--- config.mk ---
export PLATFORM = sky130hd
export DESIGN_NAME = rev_capture_pipe
export DESIGN_NICKNAME = d
export VERILOG_FILES = /design/src/rtl/rev_pipe_pkg.sv /design/src/rtl/rev_pipe_slice.sv /design/src/rtl/rev_capture_pipe.sv
export SDC_FILE = /design/constraint.sdc
export NUM_CORES = 1
export LEC_CHECK = 0
export ABC_CLOCK_PERIOD_IN_PS = 1700
export CAP_MARGIN = 20
export CORE_MARGIN = 2
export CORE_UTILIZATION = 30
export DETAILED_ROUTE_END_ITERATION = 12
export SLEW_MARGIN = 20
export SYNTH_ARGS = -nofsm -noshare
export SYNTH_HDL_FRONTEND = slang
export SYNTH_SLANG_ARGS = --single-unit
--- constraint.sdc ---
create_clock -name i_clk -period 1.7 [get_ports i_clk]
set_clock_uncertainty 0.15 [all_clocks]
set_input_delay 0.17 -clock i_clk [delete_from_list [all_inputs] [get_ports i_clk]]
set_output_delay 0.17 -clock i_clk [all_outputs]
set_load 0.005 [all_outputs]
--- src/rtl/rev_pipe_pkg.sv ---
// rev_pipe_pkg: shared types, constants and the permutation helper used by
// rev_capture_pipe and its pipeline slices.
package rev_pipe_pkg;

   typedef enum logic [1:0] {
      MODE_PASS       = 2'b00,
      MODE_BITREV     = 2'b01,
      MODE_LANEREV    = 2'b10,
      MODE_LANEBITREV = 2'b11
   } mode_e;

   localparam int unsigned COUNT_W    = 16;
   // Widest vector the permutation helper handles (WIDTH*LANES must not exceed it).
   localparam int unsigned PERM_MAX_N = 256;
   localparam int unsigned PERM_IDX_W = $clog2(PERM_MAX_N);

   // Bit j of the result is taken from a[src(j)]; bits at or above width*lanes are 0.
   function automatic logic [PERM_MAX_N-1:0] rev_permute(
      input logic [PERM_MAX_N-1:0] a,
      input mode_e                 mode,
      input int unsigned           width,
      input int unsigned           lanes
   );
      logic [PERM_MAX_N-1:0] r;
      logic [PERM_IDX_W-1:0] jdx;
      logic [PERM_IDX_W-1:0] src;
      int unsigned           n;
      int unsigned           lane;
      int unsigned           bitpos;
      r = '0;
      n = width * lanes;
      for (int unsigned j = 0; j < PERM_MAX_N; j++) begin
         jdx    = PERM_IDX_W'(j);
         lane   = j / width;
         bitpos = j % width;
         case (mode)
            MODE_PASS:    src = jdx;
            MODE_BITREV:  src = PERM_IDX_W'(n - 1 - j);
            MODE_LANEREV: src = PERM_IDX_W'((lanes - 1 - lane) * width + bitpos);
            default:      src = PERM_IDX_W'(lane * width + (width - 1 - bitpos));
         endcase
         if (j < n) r[jdx] = a[src];
      end
      return r;
   endfunction

endpackage

--- src/rtl/rev_pipe_slice.sv ---
// rev_pipe_slice: one valid/data register slice with valid/ready handshake.
// Accepts whenever enabled and either empty or draining downstream this cycle.
module rev_pipe_slice #(
   parameter int unsigned N = 4
) (
   input  logic         i_clk,
   input  logic         i_rst_n,
   input  logic         i_en,
   input  logic         i_valid,
   output logic         o_ready,
   input  logic [N-1:0] i_data,
   output logic         o_valid,
   input  logic         i_ready,
   output logic [N-1:0] o_data
);

   logic         valid_q;
   logic [N-1:0] data_q;

   // Upstream ready: forced low in reset and while the pipeline is frozen.
   always_comb o_ready = i_rst_n & i_en & (~valid_q | i_ready);

   // Capture a new beat (or a bubble) whenever this slice accepts.
   always_ff @(posedge i_clk or negedge i_rst_n) begin
      if (!i_rst_n) begin
         valid_q <= 1'b0;
         data_q  <= '0;
      end else if (o_ready) begin
         valid_q <= i_valid;
         if (i_valid) data_q <= i_data;
      end
   end

   assign o_valid = valid_q;
   assign o_data  = data_q;

endmodule

--- src/rtl/rev_capture_pipe.sv ---
// rev_capture_pipe: multi-lane capture, selectable bit/lane permutation and a
// STAGES-deep valid/ready register pipeline with global enable.
// Optional feature macro: REV_PIPE_COUNT_EN adds i_count_clr / o_count, a
// saturating count of output transfers.
module rev_capture_pipe
   import rev_pipe_pkg::*;
#(
   parameter int unsigned WIDTH  = 4,
   parameter int unsigned LANES  = 1,
   parameter int unsigned STAGES = 2
) (
   input  logic                   i_clk,
   input  logic                   i_rst_n,
   input  logic                   i_en,
   input  logic                   i_valid,
   output logic                   o_ready,
   input  logic [WIDTH*LANES-1:0] i_a,
   input  logic [1:0]             i_mode,
   output logic                   o_valid,
   input  logic                   i_ready,
   output logic [WIDTH*LANES-1:0] o_a
`ifdef REV_PIPE_COUNT_EN
   ,
   input  logic                   i_count_clr,
   output logic [COUNT_W-1:0]     o_count
`endif
);

   localparam int unsigned N = WIDTH * LANES;

   logic [N-1:0] perm;

   // Permutation front end; stages behind it only move data.
   always_comb perm = N'(rev_permute(PERM_MAX_N'(i_a), mode_e'(i_mode), WIDTH, LANES));

   // Each stage keeps its own link nets so the ready chain is not a
   // self-dependent vector.
   for (genvar s = 0; s < STAGES; s++) begin : g_stage
      logic         up_valid;
      logic         up_ready;
      logic [N-1:0] up_data;
      logic         dn_valid;
      logic         dn_ready;
      logic [N-1:0] dn_data;

      if (s == 0) begin : g_head
         assign up_valid = i_valid;
         assign up_data  = perm;
      end else begin : g_link
         assign up_valid = g_stage[s-1].dn_valid;
         assign up_data  = g_stage[s-1].dn_data;
      end

      if (s == STAGES - 1) begin : g_tail
         assign dn_ready = i_ready;
      end else begin : g_fwd
         assign dn_ready = g_stage[s+1].up_ready;
      end

      rev_pipe_slice #(.N(N)) u_slice (
         .i_clk   (i_clk),
         .i_rst_n (i_rst_n),
         .i_en    (i_en),
         .i_valid (up_valid),
         .o_ready (up_ready),
         .i_data  (up_data),
         .o_valid (dn_valid),
         .i_ready (dn_ready),
         .o_data  (dn_data)
      );
   end

   assign o_ready = g_stage[0].up_ready;
   assign o_valid = g_stage[STAGES-1].dn_valid;
   assign o_a     = g_stage[STAGES-1].dn_data;

`ifdef REV_PIPE_COUNT_EN
   logic [COUNT_W-1:0] count_q;

   // Saturating output-transfer counter; clear takes priority over a transfer.
   always_ff @(posedge i_clk or negedge i_rst_n) begin
      if (!i_rst_n) begin
         count_q <= '0;
      end else if (i_count_clr) begin
         count_q <= '0;
      end else if (i_en && o_valid && i_ready && (count_q != '1)) begin
         count_q <= count_q + 1'b1;
      end
   end

   assign o_count = count_q;
`endif

endmodule

==> impl_metrics.csv <==
group,metric,value,unit
sta,finalSetupViolCount,0,
finish,fin_area,711.9,µm²
cts,htreeDepth,1,
synth,syn_nets,44,
run_status,status,"complete, no violations",
critical_path,cp.arrival,1.66,ns
cts,clk_pin_slew_worst_paths,0.06,ns
synth,yosysWarnings,0,
critical_path,end_kind,"flip-flop",
placement,gp_congestion,0.6483,
routing,wl_per_cell,10.89,µm
die,io_pins,17,
sta,finalSetupTns,0,ns
power_and_ir_drop,pwr-share-seq,42.0,%
global_route,met1_usage,12.17,%
finish,fin_nets,69,
global_route,grt_pass1_vias,284,
finish,syn_to_final_growth,51.73,%
global_route,grt_antenna_before_repair,0,
routing,ant_nets,0,
placement,place_area,669.4,µm²
cts,cts_root_buffer,"clkbuf_4",
critical_path,r2r_start,"g_stage[1].u_slice.o_valid",
synth,synth_cell_types,12,
power_and_ir_drop,power_frac_comb,34.0,%
routing,via_per_inst,4.575,
sta,hold_viol,0,
synth,synth-seq-cells,10,
cts,tritoncts,"done",
power_and_ir_drop,p_int,671.9,µW
power_and_ir_drop,power.total,864.9,µW
sta,min_period,1.665,ns
hold_path,min_path_type,"in2async",
routing,drt_first_pass_iters,4,
global_route,top_usage_layer,"met1",
global_route,grtUsageTotal,9.067,%
sta,report.final.slew_viol_count,0,
critical_path,cp_max_fo,4,
critical_path,cp_data_required_time,1.70,ns
sta,worstMarginPinSlew,0.1772,ns
critical_path,timing.rr.end,"g_stage[1].u_slice.o_data[3]",
die,fp.dieW,43.55,µm
routing,drc_errors,0,
power_and_ir_drop,p_sw_share,22.31,%
critical_path,r2r_setup_slack,0.03,ns
sta,post-route-period-util,97.95,%
placement,port_buffers,15,
job,max-cap-violations,0,
power_and_ir_drop,leakage,0.3255,nW
die,dieArea,1896,µm²
die,start_util,31.51,%
sta,slew_headroom,88.06,%
global_route,grtUsageMet2,12.06,%
synth,synth_area,469.2,µm²
global_route,grt_use_met3,3.750,%
power_and_ir_drop,peakVddDrop,0.5753,mV
synth,synth-seq-area-share,53.33,%
critical_path,startpoint_type,"flip-flop",
critical_path,crit_path_cell_trace,"buf_4 > nor2b_1 > or3b_4 > mux2_4",
sta,max_freq,0.6005,GHz
die,coreArea,1489,µm²
global_route,grt_max_degree,13,
global_route,grt_remaining_overflow,0,
routing,dr.first_iter.drc_count,11,
critical_path,path_class,"reg2reg",
critical_path,reg2reg_depth,4,
die,num_rows,14,
cts,cts_inserted_buffers,3,
power_and_ir_drop,p_switching,192.9,µW
power_and_ir_drop,power_density,1215,nW/µm²
synth,syn_inst,33,
global_route,grt_pass1_wl,1.200,mm
finish,drive_gt1_share,40.35,%
cts,cts.sinks,10,
synth,avgSynthCellArea,14.22,µm²
die,die_y,43.55,µm
cts,clockBufferDepth,2,
routing,vias,334,
critical_path,cpMaxStageDelayCell,"or3b_4",
critical_path,max_stage_delay,0.44,ns
cts,worstSkewPairLatency,0.26,ns
routing,wl,795,µm
sta,rsz0062_at_grt,"false",
power_and_ir_drop,clockPowerShare,24.0,%
finish,antenna_cells,0,
[critical path, delay by kind of cell (launching register included)]
kind / cells / cell delay, ns
buffers and inverters: 1 / 0.14
DFF: 1 / 0.38
and+or+nand+nor: 2 / 0.57
muxes: 1 / 0.31
[sequential cells by signal, summed over array words and instances (netlist names)]
signal,cells
g_stage.u_slice.o_data,8
g_stage.u_slice.o_valid,2
[cell type report]
type	count	area, µm²
clock buffer	4	36.28
fill	145	777.0
multi-input combinational	23	219.0
sequential	10	250.2
tap	16	20.02
timing repair buffer	20	186.4
[how the worst max path moves through the flow]
| stage | startpoint | endpoint | slack (ns) | cells after the start |
|---|---|---|---|---|
| 3_3_place_gp | i_rst_n | g_stage[1].u_slice.o_data[3] | -0.10 | 4 |
| 2_1_floorplan | g_stage[1].u_slice.o_valid | g_stage[1].u_slice.o_data[0] | 0.18 | 3 |
| 3_5_place_dp | i_rst_n | g_stage[1].u_slice.o_data[3] | -0.10 | 4 |
| 4_1_cts | g_stage[1].u_slice.o_valid | g_stage[1].u_slice.o_data[3] | 0.03 | 4 |
| 6_report | g_stage[1].u_slice.o_valid | g_stage[1].u_slice.o_data[3] | 0.03 | 4 |
| 5_1_grt | g_stage[1].u_slice.o_valid | g_stage[1].u_slice.o_data[3] | 0.01 | 4 |
[synth_stat cells (all sizes together)]
library cell | n | area, µm²
nand3 | 2 | 10.01
nand2 | 2 | 10.01
nor2 | 2 | 7.510
mux2 | 12 | 150.2
a32o | 1 | 10.01
nor2b | 1 | 6.260
and3b | 1 | 8.760
or3b | 1 | 11.26
dfrtp | 10 | 250.2
o21ai | 1 | 5.000
[power by group through the flow]
| stage | Sequential (mW) | Combinational, mW | Clock (mW) |
|---|---|---|---|
| 2_1_floorplan | 0.368 | 0.126 | 0 |
| 3_3_place_gp | 0.371 | 0.283 | 0 |
| 3_5_place_dp | 0.371 | 0.287 | 0 |
| 4_1_cts | 0.364 | 0.298 | 0.218 |
| 5_1_grt | 0.376 | 0.313 | 0.228 |
| 6_report | 0.363 | 0.294 | 0.208 |
[cells by family after synthesis]
family           share of synthesized area (%)
multiplexers                             32.00
flip-flops                               53.33
AND/OR/NAND/NOR                          11.47
AO/OA/AOI/OAI                            3.199
[through the flow]
step / instances / util (%) / hold WS, ns / setup slack, ns
3_3_place_gp: 68 / 44.96 / 0.3408 / -0.1022
3_5_place_dp: 68 / 44.96 / 0.3422 / -0.1028
6_report: 73 / 47.82 / 0.1582 / 0.03482
2_1_floorplan: 33 / - / -0.2756 / 0.1755
4_1_cts: 73 / 47.82 / 0.1694 / 0.03420
5_1_grt: 73 / 47.82 / 0.1646 / 0.01284
[per-layer routing]
layer	routed length (µm)	vias to the layer above
li1	-	168
met1	377	156
met2	375	10
met3	41	0
met4	0	0
met5	0	-
[placed cells by master, fill, tap and decap left out]
cell type	Yosys	routed
a32o_1	1	1
and3b_1	1	1
buf_4	0	5
clkbuf_4	0	3
clkbuf_8	0	1
clkdlybuf4s50_1	0	14
dfrtp_1	10	10
dlygate4sd2_1	0	1
mux2_2	8	8
mux2_4	4	4
nand2_1	1	1
nand2_2	1	1
nand3_1	2	2
nor2_1	2	2
nor2b_1	1	1
o21ai_0	1	1
or3b_4	1	1
[repair_timing]
action / 4_1_cts / 5_1_grt
resized for setup: 1 / 0
setup buffers: 1 / 0
hold buffers: 0 / 0
endpoints found under the setup margin: 1 / 0
endpoints found under the hold margin: 0 / 0
Note: power is estimated with default switching activity, not from simulation.
